`src/rtl/add_pipe.sv`:
```
// add_pipe: parametrised pipelined ripple-carry adder with valid/ready handshake.
//
// The operands are split into STAGES segments of SEG = WIDTH/STAGES bits. Stage k
// adds segment k plus the carry registered by stage k-1. Upper operand bits are
// delayed alongside the partial sums. A single global advance signal stalls the
// whole pipeline under back-pressure. Bubbles are carried forward, not collapsed.
//
// Optional feature (macro ADD_PIPE_SUB_EN): adds input port 'sub'. When sub=1 the
// block computes a - b as a + ~b + 1, and c_in is ignored for that operation.
//
// Ports:
//   clk        rising-edge clock
//   rst        synchronous, active-high reset
//   in_valid   operands valid
//   in_ready   block can accept operands this cycle (combinational)
//   a, b       WIDTH-bit operands
//   c_in       carry into bit 0
//   sub        (ADD_PIPE_SUB_EN only) subtract b from a
//   out_valid  result valid
//   out_ready  downstream accepts result
//   sum        a + b + c_in modulo 2^WIDTH
//   c_out      carry out of bit WIDTH-1
//   ovf        signed overflow (carry into MSB xor carry out of MSB)
module add_pipe #(
  parameter int unsigned WIDTH  = 16,
  parameter int unsigned STAGES = 4
) (
  input  logic             clk,
  input  logic             rst,
  input  logic             in_valid,
  output logic             in_ready,
  input  logic [WIDTH-1:0] a,
  input  logic [WIDTH-1:0] b,
  input  logic             c_in,
`ifdef ADD_PIPE_SUB_EN
  input  logic             sub,
`endif
  output logic             out_valid,
  input  logic             out_ready,
  output logic [WIDTH-1:0] sum,
  output logic             c_out,
  output logic             ovf
);

  localparam int unsigned SEG  = WIDTH / STAGES;
  localparam int unsigned SEGW = SEG + 1;
  localparam int unsigned LAST = STAGES - 1;

  // Per-stage registers
  logic [WIDTH-1:0] a_q [STAGES];
  logic [WIDTH-1:0] b_q [STAGES];
  logic [WIDTH-1:0] s_q [STAGES];
  logic             c_q [STAGES];
  logic             v_q [STAGES];
  logic             ovf_q;

  // Per-stage inputs and next values
  logic [WIDTH-1:0] st_a [STAGES];
  logic [WIDTH-1:0] st_b [STAGES];
  logic [WIDTH-1:0] st_s [STAGES];
  logic             st_c [STAGES];
  logic             st_v [STAGES];
  logic [WIDTH-1:0] nx_s [STAGES];
  logic             nx_c [STAGES];
  logic             nx_ovf;

  logic             adv;
  logic [WIDTH-1:0] b0;
  logic             c0;

  // Operand conditioning at the pipeline entry
`ifdef ADD_PIPE_SUB_EN
  assign b0 = sub ? ~b : b;
  assign c0 = sub | c_in;
`else
  assign b0 = b;
  assign c0 = c_in;
`endif

  // Global advance: every register loads together or holds together
  assign adv       = ~v_q[LAST] | out_ready;
  assign in_ready  = adv;
  assign out_valid = v_q[LAST];
  assign sum       = s_q[LAST];
  assign c_out     = c_q[LAST];
  assign ovf       = ovf_q;

  // Stage input selection: stage 0 from the ports, later stages from predecessor
  always_comb begin
    st_a[0] = a;
    st_b[0] = b0;
    st_s[0] = '0;
    st_c[0] = c0;
    st_v[0] = in_valid;
    for (int k = 1; k < STAGES; k++) begin
      st_a[k] = a_q[k-1];
      st_b[k] = b_q[k-1];
      st_s[k] = s_q[k-1];
      st_c[k] = c_q[k-1];
      st_v[k] = v_q[k-1];
    end
  end

  // Segment adders; overflow uses the carry into the MSB recovered from the sum bit
  always_comb begin
    logic [SEGW-1:0] seg;
    seg = '0;
    for (int k = 0; k < STAGES; k++) begin
      seg = SEGW'(st_a[k][k*SEG +: SEG]) + SEGW'(st_b[k][k*SEG +: SEG]) + SEGW'(st_c[k]);
      nx_s[k] = st_s[k];
      nx_s[k][k*SEG +: SEG] = seg[SEG-1:0];
      nx_c[k] = seg[SEG];
    end
    nx_ovf = (nx_s[LAST][WIDTH-1] ^ st_a[LAST][WIDTH-1] ^ st_b[LAST][WIDTH-1]) ^ nx_c[LAST];
  end

  // Stage registers; data only captured for valid slots so bubbles leave it untouched
  always_ff @(posedge clk) begin
    if (rst) begin
      for (int k = 0; k < STAGES; k++) begin
        v_q[k] <= 1'b0;
        c_q[k] <= 1'b0;
        a_q[k] <= '0;
        b_q[k] <= '0;
        s_q[k] <= '0;
      end
      ovf_q <= 1'b0;
    end else if (adv) begin
      for (int k = 0; k < STAGES; k++) begin
        v_q[k] <= st_v[k];
        if (st_v[k]) begin
          a_q[k] <= st_a[k];
          b_q[k] <= st_b[k];
          s_q[k] <= nx_s[k];
          c_q[k] <= nx_c[k];
        end
      end
      if (st_v[LAST]) begin
        ovf_q <= nx_ovf;
      end
    end
  end

endmodule

```
`config.mk`:
```
export PLATFORM = sky130hd
export DESIGN_NAME = add_pipe
export DESIGN_NICKNAME = d
export VERILOG_FILES = /design/src/rtl/add_pipe.sv
export SDC_FILE = /design/constraint.sdc
export NUM_CORES = 1
export LEC_CHECK = 0
export CORE_ASPECT_RATIO = 1.5
export CORE_MARGIN = 4
export CORE_UTILIZATION = 40
export CTS_BUF_LIST = sky130_fd_sc_hd__clkbuf_4
export DETAILED_ROUTE_END_ITERATION = 8
export PLACE_DENSITY = 0.58
export SETUP_SLACK_MARGIN = 0.4
export SLEW_MARGIN = 20
export SYNTH_ARGS = -nofsm -noshare
export SYNTH_HDL_FRONTEND = slang
export SYNTH_SLANG_ARGS = --single-unit
```
`constraint.sdc`:
```
create_clock -name clk -period 5.45 [get_ports clk]
set_input_delay 1.09 -clock clk [delete_from_list [all_inputs] [get_ports clk]]
set_output_delay 1.09 -clock clk [all_outputs]
set_load 0.03 [all_outputs]
```
==> results.json <==
{
  "start_util_pct": 41.31,
  "p_sw_mw": 0.3279,
  "layout_setup_ws_ns": 1.879,
  "finalMaxSlewViolations": 0,
  "leakage_nw": 2.187,
  "criticalPathCategory": "in -> out",
  "dpl.hpwl_mm": 4.305,
  "seq_area_frac_synth_pct": 68.95,
  "num-nets-final": 398,
  "hold_viol": 0,
  "ys_warn_count": 0,
  "critPathMaxFanout": 7,
  "vias_per_cell": 4.744,
  "grt_pass1_wl_mm": 10.23,
  "drt_iter0_drc": 123,
  "fillers": 926,
  "num_rows": 45,
  "cts_tree": "yes",
  "fin_skew_ns": 0.008469,
  "rsz0062_at_grt": "no",
  "fin_crit_sh_pct": 65.52,
  "coreArea_mm2": 0.01019,
  "mostFrequentLayoutCells": "96 x edfxtp_1, 79 x and3_1, 56 x clkdlybuf4s50_1",
  "numCtsBuffers": 9,
  "finalSetupViolCount": 0,
  "ir_worst_vdd_v": 0.0001009,
  "cts_setup_buffers": 0,
  "pwr-share-seq_pct": 63.1,
  "grt_pass1_vias": 2316,
  "tns_ns": 0,
  "max-cap-violations": 0,
  "ctsRootBufferMaster": "clkbuf_4",
  "synth_cells": 288,
  "ys_types": 31,
  "wl_per_cell_um": 12.24,
  "maxSlewHeadroom_pct": 39.08,
  "grt_max_degree": 42,
  "drt_first_pass_iters": 4,
  "htreeDepth": 3,
  "grt-ovfl-total": 0,
  "power_density_mw_per_mm2": 280.5,
  "swShare_pct": 23.30,
  "fp.dieW_um": 91.77,
  "cts_buffer_depth": 2,
  "synth_top_area_share_pct": 68.47,
  "clk_pin_slew_ns": 0.14,
  "p_int_mw": 1.079,
  "placement.io_buffers": 56,
  "num_vias": 2315,
  "grt_usage_pct": 10.64,
  "antenna_left": 0,
  "critPathArrivalTime_ns": 2.48,
  "p_clk_share_pct": 26.4,
  "ys_ff_latch": 97,
  "fp.dieH_um": 133.7,
  "crit_path_start_kind": "input port",
  "die-area_mm2": 0.01227,
  "routed_wl_mm": 5.972,
  "min_period_ns": 3.571,
  "cts_hold_buf": 0,
  "required_ns": 4.36,
  "clkLatencyLatePin_ns": 0.45,
  "antenna_found_initial": 1,
  "synth_nets": 345,
  "combPwrFrac_pct": 10.6,
  "clock.fmax_mhz": 280.1,
  "hp-class": "reg -> reg",
  "io_pins": 57,
  "yosysTopAreaCell": "edfxtp_1",
  "max_slew.worst_pin.slew_ns": 0.9137,
  "end_kind": "output port",
  "syn_area_mm2": 0.004210,
  "synthTopCellsByArea": "edfxtp_1 68%, and3_1 12%, fa_1 3.8%, ha_1 3.6%, inv_1 1.8%",
  "status": "complete, no violations",
  "syn-mean-instance-area_um2": 14.62,
  "cts.sinks": 97,
  "drive_gt1_share_pct": 6.069,
  "syn2layout_area_growth_pct": 19.17,
  "gp_congestion": 0.7209,
  "drc": 0,
  "pre_cts_slack_ns": 1.889,
  "cts_resized": 0,
  "mostFrequentLayoutCell": "edfxtp_1"
}
final timing paths:
check | from | to | slack, ns | cells after the start
setup reg to reg | v_q[0][3]$_DFFE_PP_ | s_q[0][22]$_SDFFCE_PN0P_ | 3.28 | 5
hold / removal | ovf$_SDFFE_PP0P_ | ovf$_SDFFE_PP0P_ | 0.50 | 2
setup / recovery | out_ready | in_ready | 1.88 | 3
hold reg to reg | ovf$_SDFFE_PP0P_ | ovf$_SDFFE_PP0P_ | 0.50 | 2
cells in the mapped netlist:
library cell	n
edfxtp_1	96
and3_1	79
inv_1	20
clkbuf_1	13
ha_1	12
a21oi_1	8
fa_1	8
a21o_1	7
nor2_1	7
nor2b_1	7
o21ai_0	5
nor3_1	4
xor2_1	3
nand2_1	2
a211oi_1	1
a21boi_0	1
and2b_1	1
buf_12	1
buf_4	1
buf_6	1
dfxtp_1	1
nand2_2	1
nand2_4	1
nand2b_1	1
nand3_1	1
nor3b_1	1
o211a_1	1
o32ai_1	1
or2_2	1
or3_1	1
xnor2_1	1
metal layers:
| layer | vias up | global-route usage [%] | part of all wire, % |
|---|---|---|---|
| li1 | 1171 | - | - |
| met4 | 0 | 5.702 | 2.6 |
| met1 | 1081 | 11.13 | 40 |
| met5 | - | 0 | 0 |
| met3 | 12 | 3.277 | 4.9 |
| met2 | 51 | 18.87 | 52 |
worst max-delay path: stages:
cell and delay, ns:
clkdlybuf4s50_1 0.45, nand2b_1 0.23, clkdlybuf4s50_1 0.72
cells by family after synthesis:
kind of cell | synth area share (%)
AND/OR/NAND/NOR | 15.39
flip-flops | 68.94
buffers and inverters | 3.863
AO/OA/AOI/OAI | 3.596
adder cells (fa/ha/maj) | 7.370
XOR/XNOR | 0.8322
power by group through the flow:
stage / logic, mW / registers, mW / clock network (mW)
3_3_place_gp: 0.147 / 0.905 / 0
6_report: 0.149 / 0.887 / 0.371
5_1_grt: 0.167 / 0.893 / 0.418
3_5_place_dp: 0.151 / 0.906 / 0
4_1_cts: 0.152 / 0.888 / 0.385
2_1_floorplan: 0.0797 / 0.914 / 0
sequential cells by signal (all words and copies together) (netlist names):
register / flops
a_q: 24
b_q: 24
c_q: 4
ovf: 1
s_q: 40
v_q: 4
final cells by class:
cell class | instances | area (µm²) | area share (%)
repair buffers | 58 | 575.6 | 11.47
clock buffers | 9 | 67.56 | 1.347
flip-flops and latches | 97 | 2903 | 57.86
well taps | 141 | 176.4 | 3.516
inverters | 20 | 75.07 | 1.496
diodes | 1 | 2.502 | 0.04988
multi-input cells | 155 | 1147 | 22.87
clock inverters | 7 | 70.07 | 1.397
per-stage QoR:
stage | power, mW | area, µm² | hold WS (ns) | utilization (%) | instances
2_1_floorplan | 0.9942 | 4210 | 0.5279 | - | 288
6_report | 1.407 | 5017 | 0.4982 | 49.23 | 488
4_1_cts | 1.425 | 5014 | 0.5076 | 49.20 | 487
5_1_grt | 1.478 | 5017 | 0.5326 | 49.23 | 488
3_3_place_gp | 1.052 | 4876 | 0.4479 | 47.85 | 471
3_5_place_dp | 1.057 | 4876 | 0.4838 | 47.85 | 471
(Power assumes the default switching activity.)
